File: src/rtl/imem_loader.sv
// imem_loader: length-prefixed byte stream to big-endian instruction words, releases core when image complete.
// Optional trailing XOR checksum byte enabled by defining IMEM_LOADER_CHECKSUM_EN.
module imem_loader #(
  parameter int          DEPTH     = 64,
  parameter logic [31:0] BASE_ADDR = 32'd0
) (
  input  logic        clk,
  input  logic        rst,
  input  logic        load_start,
  input  logic        byte_valid,
  input  logic [7:0]  byte_data,
  output logic        byte_ready,
  output logic        imem_we,
  output logic [31:0] imem_addr,
  output logic [31:0] imem_wdata,
  output logic [15:0] word_count,
  output logic        core_run,
  output logic        load_err
);
  typedef enum logic [2:0] {IDLE, LEN_HI, LEN_LO, DATA, WRITE, CHK, DONE, ERR} state_t;
`ifdef IMEM_LOADER_CHECKSUM_EN
  localparam state_t FIN = CHK;
`else
  localparam state_t FIN = DONE;
`endif
  localparam logic [16:0] MAX_LEN = 17'(DEPTH);
  state_t state, nxt;
  logic [15:0] len, full_len, wc1;
  logic [23:0] sh;
  logic [1:0]  bcnt;
  logic        fire, restart;
`ifdef IMEM_LOADER_CHECKSUM_EN
  logic [7:0]  csum;
`endif
  assign fire     = byte_valid & byte_ready;
  assign restart  = load_start & (state == IDLE || state == DONE || state == ERR);
  assign full_len = {len[15:8], byte_data};
  assign wc1      = word_count + 16'd1;
  always_comb begin
    nxt = state;
    case (state)
      IDLE, DONE, ERR: nxt = load_start ? LEN_HI : state;
      LEN_HI:          nxt = fire ? LEN_LO : state;
      LEN_LO:          nxt = !fire ? state : ({1'b0, full_len} > MAX_LEN) ? ERR : (full_len == 16'd0) ? FIN : DATA;
      DATA:            nxt = (fire && bcnt == 2'd3) ? WRITE : state;
      WRITE:           nxt = (wc1 < len) ? DATA : FIN;
`ifdef IMEM_LOADER_CHECKSUM_EN
      CHK:             nxt = !fire ? state : (byte_data == csum) ? DONE : ERR;
`endif
      default:         nxt = IDLE;
    endcase
  end
  // Flags are registered from the next state so they line up with the state they describe
  always_ff @(posedge clk) begin
    if (rst) begin
      state      <= IDLE;
      byte_ready <= 1'b0;
      imem_we    <= 1'b0;
      core_run   <= 1'b0;
      load_err   <= 1'b0;
      imem_addr  <= BASE_ADDR;
      imem_wdata <= 32'd0;
      word_count <= 16'd0;
      len        <= 16'd0;
      sh         <= 24'd0;
      bcnt       <= 2'd0;
`ifdef IMEM_LOADER_CHECKSUM_EN
      csum       <= 8'd0;
`endif
    end else begin
      state      <= nxt;
      byte_ready <= nxt == LEN_HI || nxt == LEN_LO || nxt == DATA || nxt == CHK;
      imem_we    <= nxt == WRITE;
      core_run   <= nxt == DONE;
      load_err   <= nxt == ERR;
      if (restart) begin
        word_count <= 16'd0;
        imem_addr  <= BASE_ADDR;
        bcnt       <= 2'd0;
`ifdef IMEM_LOADER_CHECKSUM_EN
        csum       <= 8'd0;
`endif
      end
      if (fire && state == LEN_HI) len[15:8] <= byte_data;
      if (fire && state == LEN_LO) len[7:0] <= byte_data;
      if (fire && state == DATA) begin
        sh   <= {sh[15:0], byte_data};
        bcnt <= bcnt + 2'd1;
`ifdef IMEM_LOADER_CHECKSUM_EN
        csum <= csum ^ byte_data;
`endif
        if (bcnt == 2'd3) imem_wdata <= {sh, byte_data};
      end
      if (state == WRITE) begin
        word_count <= wc1;
        imem_addr  <= imem_addr + 32'd4;
      end
    end
  end
endmodule
File: config.mk
export PLATFORM = sky130hd
export DESIGN_NAME = imem_loader
export DESIGN_NICKNAME = d
export VERILOG_FILES = /design/src/rtl/imem_loader.sv
export SDC_FILE = /design/constraint.sdc
export NUM_CORES = 1
export LEC_CHECK = 0
export BUFFER_PORTS_ARGS = -buffer_cell sky130_fd_sc_hd__buf_4
export CAP_MARGIN = 20
export CORE_MARGIN = 5
export CORE_UTILIZATION = 61
export DETAILED_ROUTE_END_ITERATION = 12
export GPL_TIMING_DRIVEN = 0
export PLACE_DENSITY = 0.85
export SLEW_MARGIN = 20
export SYNTH_ARGS = -nofsm -noshare
export SYNTH_HDL_FRONTEND = slang
export SYNTH_SLANG_ARGS = --single-unit
File: constraint.sdc
create_clock -name clk -period 7.7 [get_ports clk]
set_input_delay 0.385 -clock clk [delete_from_list [all_inputs] [get_ports clk]]
set_output_delay 0.385 -clock clk [all_outputs]
set_load 0.01 [all_outputs]
==> metrics.md, run 1 <==
| Metric | Value |
|---|---|
| Placed cells | 937 |
| Post-route DRC | 0 |
| Initial antenna violation count | 0 |
| Hold Vio Cnt, Final | 0 |
| Setup crit start kind | flip-flop |
| Sum of negative setup slack | 0 ps |
| First-pass GRT wire length | 25.5 mm |
| Max-slew violation count | 0 |
| Status | finished, final reports clean |
| Slew @ Worst Pin | 663 ps |
| Worst Hold Launch | byte_data[0] |
| Clock skew | 9.69 ps |
| Seq cells post-synth | 127 |
| Routed vias | 5,551 |
| Die width | 107 um |
| Drt total wl | 15.2 mm |
| EDFF count, synth | 0 |
| Area growth syn-to-layout | 25.9% |
| ANT nets after route | 0 |
| Cell Pwr Density | 219 nW/um^2 |
| Final min period | 3940 ps |
| Later-pin clock latency in the skew report | 520 ps |
| I/O pin count | 96 |
| Max-Cap Viols | 0 |
| CP endpoint kind | flip-flop |
| Routed len/inst | 15.7 um |
| VDD IR max | 0.178 mV |
| Top cells by area, synth | dfxtp_1 44%, nand2_1 10%, a21oi_1 7.4% |
| Non-Filler Instances | 969 |
| Die area | 11,500 sq um |
| # diodes | 0 |
| R2R Path Start | word_count[0] |
| Mapped Area | 5760 sq um |
| Synth warn | 0 |
| Hold-critical path endpoint | imem_wdata[0] |
| CTS tree | done |
| CTS Buffer Depth | 2 |
| R2r worst-path depth | 13 |
| Power Total | 1.59 mW |
| TritonRoute pass-1 iters | 5 |
| Unrepaired setup endpoints after global routing | false |
| Number of global-route vias before repair | 5,455 |
| Starting DRT DRC Count | 373 |
| Synthesized area per cell | 8.07 sq um |
| Crit-path cells | ha_1 -> nand3_1 -> nor3_1 -> and3_1 -> and3_1 -> xor2_1 -> ha_1 -> and4_1 -> nand4_1 -> or4_1 -> nand3_1 -> o21ai_0 -> a211oi_1 |
| Crit path kind | flip-flop to flip-flop |
| CP peak stage delay | 530 ps |
| H-tree depth | 4 |
| Slowest stage cell, crit path | or4_1 |
| Crit-path max FO | 7 |
| CTS root buf | clkbuf_8 |
| Area fraction of the dominant cell type after synthesis | 44.1% |
| Die Height | 107 um |
| Sink Count | 127 |
| Area leader, netlist | dfxtp_1 |
| Final setup vio count | 0 |
| Worst-path clk slew | 60 ps |
| Share of layout cells above drive strength 1 | 17.7% |
| Sequential fraction of the synthesis area | 44.1% |
| Hold path depth | 3 |
| Fmax | 254 MHz |
| Cts repair resizes | 0 |
| GRT Total Usage | 27.5% |
| Path type of the worst min-delay path | primary input to flip-flop |
| GRT Residual Overflow | 0 |
| Slew HR | 55.8% |
| IO Port Bufs | 93 |
| Routability cong. | 0.885 |
| Initial core utilization | 62.3% |
| R2r setup slk | 3760 ps |
| Core area | 9240 sq um |
| CP arrival | 4350 ps |
| Hold_buf cts | 0 |
| Async SR Flop Fraction | 0% |
| Layout net count | 857 |
| Yosys cell types | 52 |
| Most used DFF post-synth | dfxtp_1 |
| Fin crit share | 51.1% |
| Leak Pwr | 2.86 nW |
| CP Data Required Time | 8110 ps |
| HPWL after DPL | 10.8 mm |
| Post-CTS Setup Repair Bufs | 0 |
| Post-Route Utilization | 78.5% |
| Number of CTS-inserted buffers | 17 |
| # rows | 35 |
| R2R Path End | core_run |
| Mapped Cells | 714 |
| Largest net degree at the start of global routing | 17 |
| Vias per inst | 5.73 |
-- power breakdown --
group          internal (mW)  total [mW]  switching [mW]
Sequential             0.660       0.663         0.00303
Clock                  0.542       0.856           0.314
Combinational         0.0222      0.0667          0.0445
Total                   1.22        1.59           0.362
-- final cells by class --
class / instances / area, sq um
buffer: 42 / 175
clock buffer: 19 / 432
clock inverter: 13 / 198
fill: 661 / 1990
inverter: 18 / 67.6
multi-input combinational: 528 / 2980
sequential: 127 / 2540
tap: 129 / 161
timing repair buffer: 93 / 698
-- worst max-delay path, delay by kind of cell, from the launching register on --
kind	cells	cell delay (ps)
adders and majority gates	2	610
DFF	1	470
AOI/OAI and AO/OA	2	480
and+or+nand+nor	8	2160
xor gates and xnor gates	1	110
-- cells by family (layout without fill, tap and decap cells) --
group,Yosys count,in the layout,synth area share (%)
compound gates,142,142,14.4
buf+inv,60,185,4.21
flops,127,127,44.1
other cells,1,2,0.0651
mux,22,22,3.95
fa+ha+maj,18,18,3.91
xor+xnor,16,16,2.43
simple gates,328,328,26.8
-- worst max-delay path by stage --
stage	endpoint	depth (start not counted)	slack (ps)	from
detailed placement	core_run	13	3830	word_count[0]
CTS	core_run	13	3800	word_count[0]
finish	core_run	13	3760	word_count[0]
global placement	core_run	13	3950	word_count[0]
floorplan	byte_ready	13	4420	word_count[0]
global route	core_run	13	3570	word_count[0]
-- metrics by stage --
stage,hold slack [ps],setup slack [ps],area (sq um)
after floorplan,432,4420,5760
after global placement,444,3950,6620
after detailed placement,447,3830,6620
after CTS,139,3800,7250
after global routing,144,3570,7250
final,150,3760,7250
-- layer usage --
metal,global-route usage (%),up-vias,wire length (um)
met1,33.9,2532,6310
li1,-,2702,-
met4,13.2,0,456
met2,45.6,272,7300
met5,0,-,0
met3,5.90,45,1140
-- cells in the mapped netlist (2+ instances only) --
| cell | number |
|---|---|
| a211oi_1 | 4 |
| a21boi_0 | 2 |
| a21oi_1 | 85 |
| a22oi_1 | 4 |
| a311oi_1 | 3 |
| a31oi_1 | 3 |
| and2_1 | 7 |
| and3_1 | 8 |
| and4_1 | 5 |
| buf_2 | 5 |
| buf_4 | 3 |
| clkbuf_1 | 34 |
| dfxtp_1 | 127 |
| ha_1 | 18 |
| inv_1 | 18 |
| mux2_2 | 6 |
| mux2i_1 | 16 |
| nand2_1 | 153 |
| nand2b_1 | 4 |
| nand3_1 | 26 |
| nand3_2 | 2 |
| nand3b_1 | 4 |
| nand4_1 | 8 |
| nand4b_1 | 8 |
| nor2_1 | 59 |
| nor2b_1 | 4 |
| nor3_1 | 13 |
| nor4_1 | 7 |
| o211a_1 | 2 |
| o211ai_1 | 2 |
| o21a_1 | 5 |
| o21ai_0 | 13 |
| o22ai_1 | 2 |
| o31ai_1 | 9 |
| or2_2 | 5 |
| or3_1 | 9 |
| or4_1 | 2 |
| xnor2_1 | 8 |
| xor2_1 | 8 |
-- flip-flops by register name (all words and copies together) (netlist names) --
register and count:
core_run 1, len 16, imem_we 1, byte_ready 1, state 3, word_count 16
bcnt 2, imem_wdata 32, sh 24, imem_addr 30, load_err 1
-- cells in the final DEF (no fill, tap or decap), types with 6 or more instances in the layout --
cell	netlist	routed
o21ai_0	13	13
clkbuf_16	0	16
nor2_1	59	59
a21oi_1	85	85
clkbuf_1	34	35
and2_1	7	7
xnor2_1	8	8
or3_1	9	9
mux2i_1	16	16
xor2_1	8	8
nand4b_1	8	8
nand4_1	8	8
nand3_1	26	26
nand2_1	153	153
and3_1	8	8
nor3_1	13	13
o31ai_1	9	9
buf_4	3	96
inv_1	18	18
nor4_1	7	7
ha_1	18	18
dfxtp_1	127	127
mux2_2	6	6
inv_6	0	6
Note: power is estimated with default switching activity, not from simulation.
==> run 2, diff against run 1 <==
- CORE_UTILIZATION: 61 -> 51
- PLACE_DENSITY: 0.85 -> 0.76
- clock period: 7.7 -> 3.15 ns (I/O delays scaled with it)
==> metrics.md, run 2 (same netlist as run 1, synthesis figures left out) <==
| Metric | Value |
|---|---|
| Max-slew violation count | 0 (unchanged) |
| HPWL after DPL | 11.3 mm (+4.6%) |
| Vias per inst | 5.67 (-1.1%) |
| Setup crit start kind | flip-flop |
| P_sw | 0.894 mW (+150%) |
| Later-pin clock latency in the skew report | 420 ps (-100 ps) |
| Final setup vio count | 0 (unchanged) |
| Path type of the worst min-delay path | primary input to flip-flop |
| VDD IR max | 0.445 mV (+150%) |
| Leak Pwr | 2.94 nW (+2.6%) |
| Power Total | 3.82 mW (+140%) |
| Final min period | 3080 ps (-853 ps) |
| Switch share | 23.4% (+0.58 points) |
| Layout net count | 869 (+1.4%) |
| Most common cell after layout, fill and taps aside | nand2_1 |
| # diodes | 0 (unchanged) |
| Max reg flops | 32 (unchanged) |
| Sum of negative setup slack | 0 ps (unchanged) |
| CTS Buffer Depth | 2 (unchanged) |
| Placed inst area | 6650 sq um (+0.36%) |
| Status | finished, final reports clean |
| Combinational share of power | 4.6% (+0.4 points) |
| Crit path kind | flip-flop to flip-flop |
| Routability cong. | 0.869 (-1.8%) |
| Drt total wl | 16.0 mm (+5.3%) |
| CP Data Required Time | 3450 ps (-4660 ps) |
| Area growth syn-to-layout | 29.0% |
| Share of layout cells above drive strength 1 | 21.4% (+3.6 points) |
| Register share of total power | 42.4% (+0.6 points) |
| Internal power | 2.93 mW (+140%) |
| Hold_buf cts | 0 (unchanged) |
| I/O pin count | 96 (unchanged) |
| Slew HR | 54.7% (-1.1 points) |
| CP endpoint kind | flip-flop |
| Largest net degree at the start of global routing | 17 (unchanged) |
| Fin crit share | 97.9% (+47 points) |
| Initial antenna violation count | 0 (unchanged) |
| Worst-path clk slew | 60 ps (about the same) |
| ANT nets after route | 0 (unchanged) |
| CTS root buf | clkbuf_16 |
| Routed len/inst | 16.1 um (+2.9%) |
| Initial core utilization | 52.7% (-9.7 points) |
| Starting DRT DRC Count | 360 (-3.5%) |
| CP arrival | 3390 ps (-960 ps) |
| Crit-path max FO | 5 (-2) |
| Top flop regs | imem_wdata (32), imem_addr (30), sh (24) |
| Core area | 10,900 sq um (+18%) |
| Worst Setup SP | word_count[1] |
| Number of global-route vias before repair | 5,344 (-2.0%) |
| Die area | 13,500 sq um (+18%) |
| Post-Layout Inst Area | 7430 sq um (+2.5%) |
| Post-route DRC | 0 (unchanged) |
| Fillers | 904 (+37%) |
| IO Port Bufs | 93 (unchanged) |
| Die Height | 116 um (+8.5%) |
| GRT Residual Overflow | 0 (unchanged) |
| CTS tree | done |
| TritonRoute pass-1 iters | 5 (unchanged) |
| Worst Hold Launch | byte_data[1] |
| GRT Total Usage | 23.6% (-3.9 points) |
| Die width | 116 um (+8.5%) |
| # rows | 38 (+8.6%) |
| Clock share of power | 53.0% (-1.0 points) |
| Hold Vio Cnt, Final | 0 (unchanged) |
| Most frequent cells in the layout | 152 x nand2_1, 119 x dfxtp_1, 108 x buf_4 |
| Sink Count | 127 (unchanged) |
| Number of CTS-inserted buffers | 17 (unchanged) |
| Cell Pwr Density | 514 nW/um^2 (+140%) |
| H-tree depth | 4 (unchanged) |
| Slew @ Worst Pin | 680 ps (+16.3 ps) |
| First-pass GRT wire length | 25.4 mm (-0.38%) |
| R2R Path Start | word_count[1] |
| Fmax | 324 MHz (+28%) |
| Top reg by flops | imem_wdata |
| Routed vias | 5,623 (+1.3%) |
| Clock skew | 9.28 ps (-0.410 ps) |
| Max-Cap Viols | 0 (unchanged) |
==> run 2: layout make-up <==
class / count / area (sq um) / area share, %
clock inverter: 15 / 188 / 2.53
sequential: 127 / 2560 / 34.4
multi-input combinational: 528 / 3050 / 41.1
clock buffer: 17 / 425 / 5.72
tap: 140 / 175 / 2.36
timing repair buffer: 105 / 788 / 10.6
inverter: 18 / 67.6 / 0.909
buffer: 42 / 175 / 2.36
==> run 2: what timing repair did <==
| item | in CTS | in global routing |
|---|---|---|
| gates resized for setup | 13 | 11 |
| setup endpoints to repair | 4 | 4 |
| pin swaps | 5 | 7 |
| setup buffers | 5 | 7 |
| hold endpoints to repair | 0 | 0 |
==> run 2: power groups by stage <==
stage / Clock, mW / Sequential, mW / Combinational, mW
2_1_floorplan: 0 / 1.66 / 0.0986
3_3_place_gp: 0 / 1.66 / 0.156
3_5_place_dp: 0 / 1.66 / 0.162
4_1_cts: 2.04 / 1.62 / 0.166
5_1_grt: 2.12 / 1.62 / 0.190
6_report: 2.03 / 1.62 / 0.176
==> run 2: routing by layer <==
metal	GRT usage, %	wire length [um]	share of wire [%]
met3	5.39	1050	6.6
met4	8.58	308	1.9
met5	0	0	0
met2	40.2	7920	49
met1	29.2	6730	42
==> run 2: path summary, 6_finish.rpt <==
kind	cells past startpoint	end	slack (ps)
max reg2reg	13	byte_ready	70
min reg2reg	2	imem_wdata[29]	460
min	3	imem_wdata[1]	30
max	13	byte_ready	70
==> run 2: per-stage QoR <==
| step | setup slack [ps] | hold slack, ps | cells | utilization, % |
|---|---|---|---|---|
| floorplan | 35.2 | 293 | 715 | - |
| global placement | -313 | 440 | 948 | 60.8 |
| detailed placement | -418 | 449 | 948 | 60.8 |
| CTS | 2.71 | 19.3 | 985 | 67.2 |
| global route | -30.6 | 17.4 | 992 | 68.0 |
| finish | 66.7 | 25.6 | 992 | 68.0 |
==> run 2: worst max-delay path, cell delays in order, from the launching register on <==
cell and delay (ps):
dfxtp_4 380, ha_4 170, nand3_4 90, nor3_4 160, and3_4 230, and3_4 210, xor2_1 80, ha_1 310
and4_4 240, nand4_1 120, or4_4 560, nand3_2 120, o21ai_2 90, a22o_1 220
